## src/rtl/multicycle_control_if.sv

```systemverilog
// Controller <-> datapath/memory signal bundle for multicycle_control.
// master: the control FSM (drives control strobes, observes opcode/flags/ready).
// slave : datapath and memories (drive opcode/flags/ready, observe control).
interface multicycle_control_if #(
    parameter int OPCODE_W = 11,
    parameter int CNT_W    = 32
);
    logic [OPCODE_W-1:0] opcode;
    logic                zero;
    logic                imem_ready;
    logic                dmem_ready;
    logic                halt_req;

    logic [2:0]          state;
    logic                imem_req;
    logic                ir_write;
    logic                pc_write;
    logic                pc_src;
    logic                readreg2_control;
    logic                dmem_read;
    logic                dmem_write;
    logic                mem_to_reg;
    logic                reg_write;
    logic                alu_src;
    logic [1:0]          alu_op;
    logic                update_sreg;
    logic                instr_done;
    logic                illegal_op;
    logic                bus_error;
    logic                halted;
    logic [CNT_W-1:0]    retired_count;

    modport master (
        input  opcode, zero, imem_ready, dmem_ready, halt_req,
        output state, imem_req, ir_write, pc_write, pc_src, readreg2_control,
               dmem_read, dmem_write, mem_to_reg, reg_write, alu_src, alu_op,
               update_sreg, instr_done, illegal_op, bus_error, halted, retired_count
    );

    modport slave (
        output opcode, zero, imem_ready, dmem_ready, halt_req,
        input  state, imem_req, ir_write, pc_write, pc_src, readreg2_control,
               dmem_read, dmem_write, mem_to_reg, reg_write, alu_src, alu_op,
               update_sreg, instr_done, illegal_op, bus_error, halted, retired_count
    );
endinterface

```

## src/rtl/multicycle_control.sv

```systemverilog
// Multicycle LEGv8 control FSM: FETCH/DECODE/EXEC/MEM/WB with HALT, memory-wait timeout,
// illegal-opcode detection and retired-instruction counter.
// Ports: clk, reset (sync, active-high), bus (multicycle_control_if.master) carrying
// opcode/zero/ready/halt_req in and all control strobes, state and counters out.
module multicycle_control #(
    parameter int OPCODE_W    = 11,
    parameter int MEM_TIMEOUT = 16,
    parameter int CNT_W       = 32
) (
    input  logic                   clk,
    input  logic                   reset,
    multicycle_control_if.master   bus
);
    typedef enum logic [2:0] {
        S_FETCH = 3'd0, S_DECODE = 3'd1, S_EXEC = 3'd2,
        S_MEM   = 3'd3, S_WB     = 3'd4, S_HALT = 3'd5
    } state_t;

    typedef enum logic [2:0] {
        C_NONE, C_R, C_I, C_LD, C_ST, C_CBZ, C_CBNZ, C_B
    } cls_t;

    // Wait counter only needs to reach MEM_TIMEOUT-1: the miss seen at that value is the
    // one that would bring it to MEM_TIMEOUT, so that cycle decides the timeout.
    localparam int                WCNT_W     = (MEM_TIMEOUT > 1) ? $clog2(MEM_TIMEOUT) : 1;
    localparam logic [WCNT_W-1:0] WAIT_LAST  = WCNT_W'((MEM_TIMEOUT > 0) ? MEM_TIMEOUT - 1 : 0);
    localparam bit                TIMEOUT_EN = (MEM_TIMEOUT > 0);

    state_t            r_state, w_next;
    cls_t              r_cls, w_dec_cls;
    logic [WCNT_W-1:0] r_wait, w_wait_next;
    logic              r_bus_error;
    logic [CNT_W-1:0]  r_retired;
    logic              w_waiting, w_ready, w_timeout, w_done;
    logic [10:0]       w_op;

    assign w_op = bus.opcode[OPCODE_W-1 -: 11];

    // Opcode class decode; '?' bits are don't-care immediate/register bits.
    always_comb begin
        w_dec_cls = C_NONE;
        casez (w_op)
            11'b10001011000, 11'b11001011000,
            11'b10001010000, 11'b10101010000: w_dec_cls = C_R;
            11'b1001000100?, 11'b1001001000?, 11'b1101001000?,
            11'b1011001000?, 11'b1101000100?: w_dec_cls = C_I;
            11'b11111000010, 11'b00111000010,
            11'b01111000010, 11'b10111000100: w_dec_cls = C_LD;
            11'b11111000000, 11'b00111000000,
            11'b01111000000, 11'b10111000000: w_dec_cls = C_ST;
            11'b10110100???:                  w_dec_cls = C_CBZ;
            11'b10110101???:                  w_dec_cls = C_CBNZ;
            11'b000101?????:                  w_dec_cls = C_B;
            default:                          w_dec_cls = C_NONE;
        endcase
    end

    // Only FETCH and MEM wait on a memory; each picks its own ready.
    assign w_waiting   = (r_state == S_FETCH) || (r_state == S_MEM);
    assign w_ready     = (r_state == S_FETCH) ? bus.imem_ready : bus.dmem_ready;
    assign w_timeout   = TIMEOUT_EN && w_waiting && !w_ready && (r_wait == WAIT_LAST);
    assign w_wait_next = (TIMEOUT_EN && w_waiting && !w_ready && !w_timeout)
                         ? r_wait + 1'b1 : '0;

    always_comb begin
        w_next               = r_state;
        w_done               = 1'b0;
        bus.imem_req         = 1'b0;
        bus.ir_write         = 1'b0;
        bus.pc_write         = 1'b0;
        bus.pc_src           = 1'b0;
        bus.readreg2_control = 1'b0;
        bus.dmem_read        = 1'b0;
        bus.dmem_write       = 1'b0;
        bus.mem_to_reg       = 1'b0;
        bus.reg_write        = 1'b0;
        bus.alu_src          = 1'b0;
        bus.alu_op           = 2'b00;
        bus.update_sreg      = 1'b0;
        bus.illegal_op       = 1'b0;
        bus.halted           = 1'b0;
        case (r_state)
            S_FETCH: begin
                bus.imem_req = 1'b1;
                if (bus.imem_ready) begin
                    bus.ir_write = 1'b1;
                    bus.pc_write = 1'b1;
                    w_next       = S_DECODE;
                end else if (w_timeout) begin
                    w_next = S_HALT;
                end
            end
            S_DECODE: begin
                if (w_dec_cls == C_NONE) begin
                    bus.illegal_op = 1'b1;
                    w_next         = S_FETCH;
                end else begin
                    w_next = S_EXEC;
                end
            end
            S_EXEC: begin
                case (r_cls)
                    C_R: begin
                        bus.alu_op = 2'b10;
                        w_next     = S_WB;
                    end
                    C_I: begin
                        bus.alu_src = 1'b1;
                        bus.alu_op  = 2'b10;
                        w_next      = S_WB;
                    end
                    C_LD, C_ST: begin
                        bus.alu_src          = 1'b1;
                        bus.readreg2_control = (r_cls == C_ST);
                        w_next               = S_MEM;
                    end
                    C_CBZ, C_CBNZ: begin
                        bus.readreg2_control = 1'b1;
                        bus.alu_op           = 2'b01;
                        bus.update_sreg      = 1'b1;
                        bus.pc_src           = 1'b1;
                        bus.pc_write         = (r_cls == C_CBZ) ? bus.zero : ~bus.zero;
                        w_done               = 1'b1;
                        w_next               = S_FETCH;
                    end
                    C_B: begin
                        bus.pc_src   = 1'b1;
                        bus.pc_write = 1'b1;
                        w_done       = 1'b1;
                        w_next       = S_FETCH;
                    end
                    default: w_next = S_FETCH;
                endcase
            end
            S_MEM: begin
                if (r_cls == C_LD) begin
                    bus.dmem_read = 1'b1;
                    if (bus.dmem_ready) w_next = S_WB;
                end else begin
                    bus.dmem_write       = 1'b1;
                    bus.readreg2_control = 1'b1;
                    if (bus.dmem_ready) begin
                        w_done = 1'b1;
                        w_next = S_FETCH;
                    end
                end
                if (w_timeout) w_next = S_HALT;
            end
            S_WB: begin
                bus.reg_write  = 1'b1;
                bus.mem_to_reg = (r_cls == C_LD);
                w_done         = 1'b1;
                w_next         = S_FETCH;
            end
            S_HALT: bus.halted = 1'b1;
            default: w_next = S_FETCH;
        endcase
        // Halt is taken at an instruction boundary; the finishing instruction still retires.
        if (w_next == S_FETCH && bus.halt_req) w_next = S_HALT;
        bus.instr_done = w_done;
    end

    always_ff @(posedge clk) begin
        if (reset) begin
            r_state     <= S_FETCH;
            r_cls       <= C_NONE;
            r_wait      <= '0;
            r_bus_error <= 1'b0;
            r_retired   <= '0;
        end else begin
            r_state <= w_next;
            r_wait  <= w_wait_next;
            if (r_state == S_DECODE) r_cls <= w_dec_cls;
            if (w_timeout)           r_bus_error <= 1'b1;
            if (w_done)              r_retired <= r_retired + 1'b1;
        end
    end

    assign bus.state         = r_state;
    assign bus.bus_error     = r_bus_error;
    assign bus.retired_count = r_retired;
endmodule

```

## src/flat_wrapper.sv

```systemverilog
// flat-port wrapper written by rule: the top's interface ports become plain ports
module multicycle_control_flat 
#(
    parameter int OPCODE_W    = 11,
    parameter int MEM_TIMEOUT = 16,
    parameter int CNT_W       = 32
)
  (clk, reset, bus_opcode, bus_zero, bus_imem_ready, bus_dmem_ready, bus_halt_req, bus_state, bus_imem_req, bus_ir_write, bus_pc_write, bus_pc_src, bus_readreg2_control, bus_dmem_read, bus_dmem_write, bus_mem_to_reg, bus_reg_write, bus_alu_src, bus_alu_op, bus_update_sreg, bus_instr_done, bus_illegal_op, bus_bus_error, bus_halted, bus_retired_count);
  multicycle_control_if #(.OPCODE_W(OPCODE_W), .CNT_W(CNT_W)) bus_i ();
  input  logic clk;
  input  logic reset;
  input wire logic [$bits(bus_i.opcode)-1:0] bus_opcode;
  input wire logic [$bits(bus_i.zero)-1:0] bus_zero;
  input wire logic [$bits(bus_i.imem_ready)-1:0] bus_imem_ready;
  input wire logic [$bits(bus_i.dmem_ready)-1:0] bus_dmem_ready;
  input wire logic [$bits(bus_i.halt_req)-1:0] bus_halt_req;
  output wire logic [$bits(bus_i.state)-1:0] bus_state;
  output wire logic [$bits(bus_i.imem_req)-1:0] bus_imem_req;
  output wire logic [$bits(bus_i.ir_write)-1:0] bus_ir_write;
  output wire logic [$bits(bus_i.pc_write)-1:0] bus_pc_write;
  output wire logic [$bits(bus_i.pc_src)-1:0] bus_pc_src;
  output wire logic [$bits(bus_i.readreg2_control)-1:0] bus_readreg2_control;
  output wire logic [$bits(bus_i.dmem_read)-1:0] bus_dmem_read;
  output wire logic [$bits(bus_i.dmem_write)-1:0] bus_dmem_write;
  output wire logic [$bits(bus_i.mem_to_reg)-1:0] bus_mem_to_reg;
  output wire logic [$bits(bus_i.reg_write)-1:0] bus_reg_write;
  output wire logic [$bits(bus_i.alu_src)-1:0] bus_alu_src;
  output wire logic [$bits(bus_i.alu_op)-1:0] bus_alu_op;
  output wire logic [$bits(bus_i.update_sreg)-1:0] bus_update_sreg;
  output wire logic [$bits(bus_i.instr_done)-1:0] bus_instr_done;
  output wire logic [$bits(bus_i.illegal_op)-1:0] bus_illegal_op;
  output wire logic [$bits(bus_i.bus_error)-1:0] bus_bus_error;
  output wire logic [$bits(bus_i.halted)-1:0] bus_halted;
  output wire logic [$bits(bus_i.retired_count)-1:0] bus_retired_count;
  assign bus_i.opcode = bus_opcode;
  assign bus_i.zero = bus_zero;
  assign bus_i.imem_ready = bus_imem_ready;
  assign bus_i.dmem_ready = bus_dmem_ready;
  assign bus_i.halt_req = bus_halt_req;
  assign bus_state = bus_i.state;
  assign bus_imem_req = bus_i.imem_req;
  assign bus_ir_write = bus_i.ir_write;
  assign bus_pc_write = bus_i.pc_write;
  assign bus_pc_src = bus_i.pc_src;
  assign bus_readreg2_control = bus_i.readreg2_control;
  assign bus_dmem_read = bus_i.dmem_read;
  assign bus_dmem_write = bus_i.dmem_write;
  assign bus_mem_to_reg = bus_i.mem_to_reg;
  assign bus_reg_write = bus_i.reg_write;
  assign bus_alu_src = bus_i.alu_src;
  assign bus_alu_op = bus_i.alu_op;
  assign bus_update_sreg = bus_i.update_sreg;
  assign bus_instr_done = bus_i.instr_done;
  assign bus_illegal_op = bus_i.illegal_op;
  assign bus_bus_error = bus_i.bus_error;
  assign bus_halted = bus_i.halted;
  assign bus_retired_count = bus_i.retired_count;
  multicycle_control #(.OPCODE_W(OPCODE_W), .MEM_TIMEOUT(MEM_TIMEOUT), .CNT_W(CNT_W)) u_core (.clk(clk), .reset(reset), .bus(bus_i));
endmodule
```

## config.mk

```make
export PLATFORM = sky130hd
export DESIGN_NAME = multicycle_control_flat
export DESIGN_NICKNAME = d
export VERILOG_FILES = /design/src/rtl/multicycle_control_if.sv /design/src/rtl/multicycle_control.sv /design/src/flat_wrapper.sv
export SDC_FILE = /design/constraint.sdc
export NUM_CORES = 1
export LEC_CHECK = 0
export ABC_AREA = 0
export ABC_CLOCK_PERIOD_IN_PS = 3200
export CAP_MARGIN = 10
export CORE_MARGIN = 2
export CORE_UTILIZATION = 54
export CTS_BUF_LIST = sky130_fd_sc_hd__clkbuf_8
export CTS_CLUSTER_SIZE = 16
export DETAILED_ROUTE_END_ITERATION = 12
export PLACE_DENSITY_LB_ADDON = 0.1
export SLEW_MARGIN = 20
export SYNTH_ARGS = -nofsm -noshare
export SYNTH_HDL_FRONTEND = slang
export SYNTH_SLANG_ARGS = --single-unit
```

## constraint.sdc

```tcl
create_clock -name clk -period 3.2 [get_ports clk]
set_input_delay 0.32 -clock clk [delete_from_list [all_inputs] [get_ports clk]]
set_output_delay 0.32 -clock clk [all_outputs]
set_load 0.02 [all_outputs]
```

== Word level (Yosys, flattened, before mapping) ==
Cells that the tools add are included.
Widths: inputs -> output; s select.
Cells by class
  $add $sub $neg: 2
  eq/ne operators: 33
  multiplexer cells: 40
  bitwise logic cells: 2
  reductions and logical operators: 21
Operators by type and width (count)
  $eq 11x11->1 const B: 8
  $eq 10x10->1 const B: 5
  $add 32x1->32 const B: 1
  $eq 11x10->1 const B: 2
  $eq 11x9->1 const B: 2
  $mux 1: 22
  $mux 3: 7
  $pmux 3 s7: 1
  $eq 3x3->1 const B: 6
  $eq 8x8->1 const B: 2
  $pmux 3 s5: 1
  $eq 3x2->1 const B: 4
  $reduce_or 4->1: 3
  $reduce_or 2->1: 5
  $logic_not 3->1: 3
  $pmux 1 s2: 4
  $eq 3x1->1 const B: 2
  $eq 6x3->1 const B: 1
  $pmux 3 s2: 1
  $reduce_or 3->1: 2
  $reduce_or 5->1: 1
  $add 4x1->4 const B: 1
  $eq 4x4->1 const B: 1
  $logic_and 1x1->1: 4
  other kinds (6): 9
Storage, ports and cells
  register bits after elaboration: 43
  bits of input ports: 17
  logic and storage cells: 104

== Logic depth before layout (Yosys ltp) ==
Gate-level depths: netlist of run 1.
  word-level depth: 11
  depth in mapped cells: 8
  gate-level depth less buffers: 6

== Worst setup path before layout of run 1 ==
Ideal clock, no wire load.
  path kind: reg2reg
  from: reg u_core.r_state[1], in the netlist u_core.bus.state[1]
  to: reg u_core.r_state[0], in the netlist u_core.bus.state[0]
  setup time: 0.125 ns
  arrival: 2.153 ns
  required time: 3.075 ns
  path slack: 0.923 ns
  cell stages (with the launch flop): 7
  period minus slack after synthesis: 2.277 ns
  path through: dfxtp_1 -> buf_2 -> or3b_2 -> nor3_1 -> nor4_1 -> a32oi_1 -> o31ai_1
Between the ends
  longest elaborated chain between the ends: 11
  elaborated cells on any way between the ends: 20
RTL lines
  start, declared: line multicycle_control.sv:29  | state_t r_state, w_next;
  start signal, assigned: line multicycle_control.sv:171  | r_state <= w_next;
  $logic_not 3->1: line multicycle_control.sv:59, multicycle_control.sv:60, multicycle_control.sv:82
  $mux 1: line multicycle_control.sv:60  | assign w_ready = (r_state == S_FETCH) ? bus.imem_ready : bus.dmem_ready;
  $logic_not 1->1: line multicycle_control.sv:61  | assign w_timeout = TIMEOUT_EN && w_waiting && !w_ready && (r_wait == WAIT_LAST);
  $logic_and 1x1->1 (2 in series): line multicycle_control.sv:61
  $mux 3: line multicycle_control.sv:89  | end else if (w_timeout) begin
  $mux 3: line multicycle_control.sv:85  | if (bus.imem_ready) begin
  $pmux 3 s5 *: line multicycle_control.sv:82  | case (r_state)
  $logic_not 3->1: line multicycle_control.sv:159  | if (w_next == S_FETCH && bus.halt_req) w_next = S_HALT;
  $logic_and 1x1->1: line multicycle_control.sv:159
  $mux 3 *: line multicycle_control.sv:159
Every way passes the cells marked *; elsewhere a longest branch is shown, timed or not.
A chain may end at the register's enable or synchronous reset.

== Worst setup path after layout of run 1 ==
  from: in bus_opcode[6]
  to: out bus_illegal_op
Between the ends
  longest elaborated chain between the ends: 6
  elaborated cells on any way between the ends: 28
RTL lines
  start, declared: line flat_wrapper.sv:12  | input wire logic [$bits(bus_i.opcode)-1:0] bus_opcode;
  $eq 10x10->1, or another cell as far along: line multicycle_control.sv:42  | casez (w_op)
  $reduce_or 5->1 / $reduce_or 4->1 (equally long branches): line multicycle_control.sv:42
  $pmux 3 s7 *: line multicycle_control.sv:42
  $logic_not 3->1 *: line multicycle_control.sv:94  | if (w_dec_cls == C_NONE) begin
  $mux 1 *: line multicycle_control.sv:94
  $mux 1 *: line multicycle_control.sv:82
  end, declared: line flat_wrapper.sv:31  | output wire logic [$bits(bus_i.illegal_op)-1:0] bus_illegal_op;
Marks and branches as above.

==> results of run 1 <==
-- through the flow --
step           worst slack, ps  total power, mW
4_1_cts                    227             1.40
6_report                   228             1.39
2_1_floorplan              923            0.856
3_5_place_dp               230            0.997
3_3_place_gp               268            0.992
5_1_grt                    146             1.47
-- final cells by class --
| type | count | area [um^2] | share of cell area [%] |
|---|---|---|---|
| Multi-Input combinational cell | 245 | 1630 | 47.9 |
| Clock buffer | 5 | 68.8 | 2.02 |
| Timing Repair Buffer | 72 | 711 | 20.9 |
| Sequential cell | 43 | 861 | 25.3 |
| Inverter | 8 | 30.0 | 0.882 |
| Clock inverter | 2 | 33.8 | 0.993 |
| Tap cell | 54 | 67.6 | 1.99 |
-- per-layer routing --
metal	up-vias	routed length (um)	global-route usage [%]
met5	-	0	0
met4	0	60	8.08
met3	5	342	5.76
met2	75	2880	36.9
met1	1179	2920	32.0
li1	1287	-	-
-- cell usage after synthesis, types with 2 or more instances --
cell       count  share of area (%)
clkbuf_1      13                1.9
o211ai_1       6                1.7
nand3_1       14                2.7
xor2_1        10                3.4
or3_1          4               0.96
buf_2          4               0.77
xnor2_1       14                4.7
or4_1          8                2.3
and3_1         6                1.4
nand4_1        8                1.9
nand4b_1       3                1.0
o31ai_1        7                2.0
o2111ai_1      7                2.4
dfxtp_1       43                 33
nand2_1       22                3.2
or3b_2         3                1.0
ha_1           2               0.96
a211oi_1       5                1.4
a2111oi_4      3                3.2
nor4bb_1       5                1.9
nor2_1        44                6.3
mux2i_1        2               0.77
nor3_1         9                1.7
a21oi_1       19                3.6
and3b_1        2               0.67
inv_1          8                1.2
nor4_1         2               0.48
or3b_1         2               0.67
o21ai_0        7                1.3
nand2b_1       2               0.48
nand3b_1       3               0.86
-- cell families after synthesis --
logic type	count (synthesis)	share of synthesized area, %
AND/OR/NAND/NOR	149	32.3
XOR/XNOR	24	8.07
buffers and inverters	27	4.37
flip-flops	43	33.0
multiplexers	3	1.20
adder cells (fa/ha/maj)	2	0.960
AO/OA/AOI/OAI	67	20.1
-- state kept, by name, summed over array words and instances (netlist names) --
signal,count
u_core.bus.bus_error,1
u_core.bus.retired_count,32
u_core.r_cls,3
u_core.r_wait,4
u_core.bus.state,3
-- worst paths after layout --
| kind | endpoint | depth (start not counted) |
|---|---|---|
| worst min register to register | u_core.r_wait[0] | 1 |
| worst max-delay path | bus_illegal_op | 7 |
| worst max register to register | u_core.bus.retired_count[28] | 6 |
| worst min-delay path | u_core.r_wait[0] | 1 |
-- where the power goes --
group	internal, mW	switching (mW)
clock	0.226	0.180
combinational	0.165	0.196
sequential	0.560	0.0627
total	0.951	0.439
-- worst register-to-register path, stage by stage, from the launching register on --
cell,delay (ps)
dfxtp_1,560
nor3b_2,280
o211ai_1,150
inv_1,370
o21ai_1,410
or4_1,610
a21oi_1,150
==> flow_summary.ini, run 1 <==
[outcome]
status = finished, final reports clean

[job]
cap_viol_max_count = 0

[timing]
finalSetupViolations = 0
clock_skew_ps = 9.99
period_share_pct = 92.9
holdWs_ps = 448
setup_tns_ps = 0
clock.fmax_mhz = 336
rsz0062_at_grt = false
maxSlewHeadroom_pct = 42.0
fin_crit_ps = 2970
slew_violations = 0
tightestPinTransition_ps = 864
hold_viol = 0

[routing]
num_vias = 2546
viasPerCell = 5.93
avgRoutedWirePerCell_um = 14.5
antenna_left = 0
drc = 0
drtPass1Iterations = 4
postRouteWirelength_um = 6200
drt_first_iter_violations = 159

[critical_path]
cp_slowest_cell = clkdlybuf4s50_1
cp-start-kind = input port
rrSetupSlack_ps = 630
cp-end-kind = primary output
cp_cell_sequence = clkdlybuf4s50_1 > or3b_1 > or4_1 > o31a_1 > nand3b_1 > nor2_1 > clkdlybuf4s50_1
critical_path_buf_inv_count = 2
startpoint = bus_opcode[6]
r2r-start = u_core.bus.state[1]
required_ps = 2880
worstPathMaxFanout = 4
critPathKind = input port to primary output
cpLargestDelayFamily = buffers and inverters
critPathArrivalTime_ps = 2650
timing.critical_path.mode_cell = clkdlybuf4s50_1
critical-path-max-stage-delay_ps = 530

[cells_and_area]
final_cell_mix = clkdlybuf4s50_1, nor2_1, dfxtp_1, nand2_1, a21oi_1
final_cell_area_mm2 = 0.00340
fillers = 397
area_delta_synth_final_pct = 30.6
final_common_cell = clkdlybuf4s50_1
final_cells = 429
antenna_cells = 0
fin_util_pct = 72.5
nets = 394
drive_gt1_share_pct = 7.47

[global_routing]
grt_max_degree = 32
globalRouteOverflowTotal = 0
grt_pass1_vias = 2222
grt_antenna_before_repair = 0
grt_pass1_wl_um = 10100
grtUsageTotal_pct = 23.7

[place]
gp_congestion = 0.881
place_area_mm2 = 0.00330
hpwlAfterDp_um = 4600
dp_cells = 422
port_buffers = 68

[yosys]
yosysWarnings = 0
syn_nets = 334
synthesis.area_per_instance_um2 = 8.27
synth_edf_count = 0
netlist_area_mm2 = 0.00261
ys_seq_area_share_pct = 33.0
async_flop_share_pct = 0
ys_seq_elements = 43
ys_types = 59
ys_dominant_reg_cell = dfxtp_1
synthCells = 315

[clock_tree]
tritoncts = yes
insertion_delay_ps = 300
cts_setup_buffers = 0
path_clk_slew_ps = 80
clk_path_buf_depth = 2
postCtsHoldBufs = 0
cts_root_buf = clkbuf_8
ctsResizeCount = 0
clock-sinks = 43
cts_htree_levels = 2
numCtsBuffers = 5

[floorplan]
start_util_pct = 55.5
io_pins = 69
die_w_um = 73.5
core-area_mm2 = 0.00469
die_area_mm2 = 0.00540
rows = 25
fp.dieH_um = 73.5

[power_and_ir_drop]
p_leak_nw = 1.12
vdd_drop_max_mv = 0.252
power.density_mw_per_mm2 = 409

[min_path]
worstHoldStart = u_core.r_wait[0]
hp-class = flop to flop
(Power assumes the default switching activity.)
==> run 2: changes to the inputs <==
Settings changed: CTS_CLUSTER_SIZE 16 to 20.
==> results of run 2 <==
Final layout, timing and power as in run 1 (identical DEF).
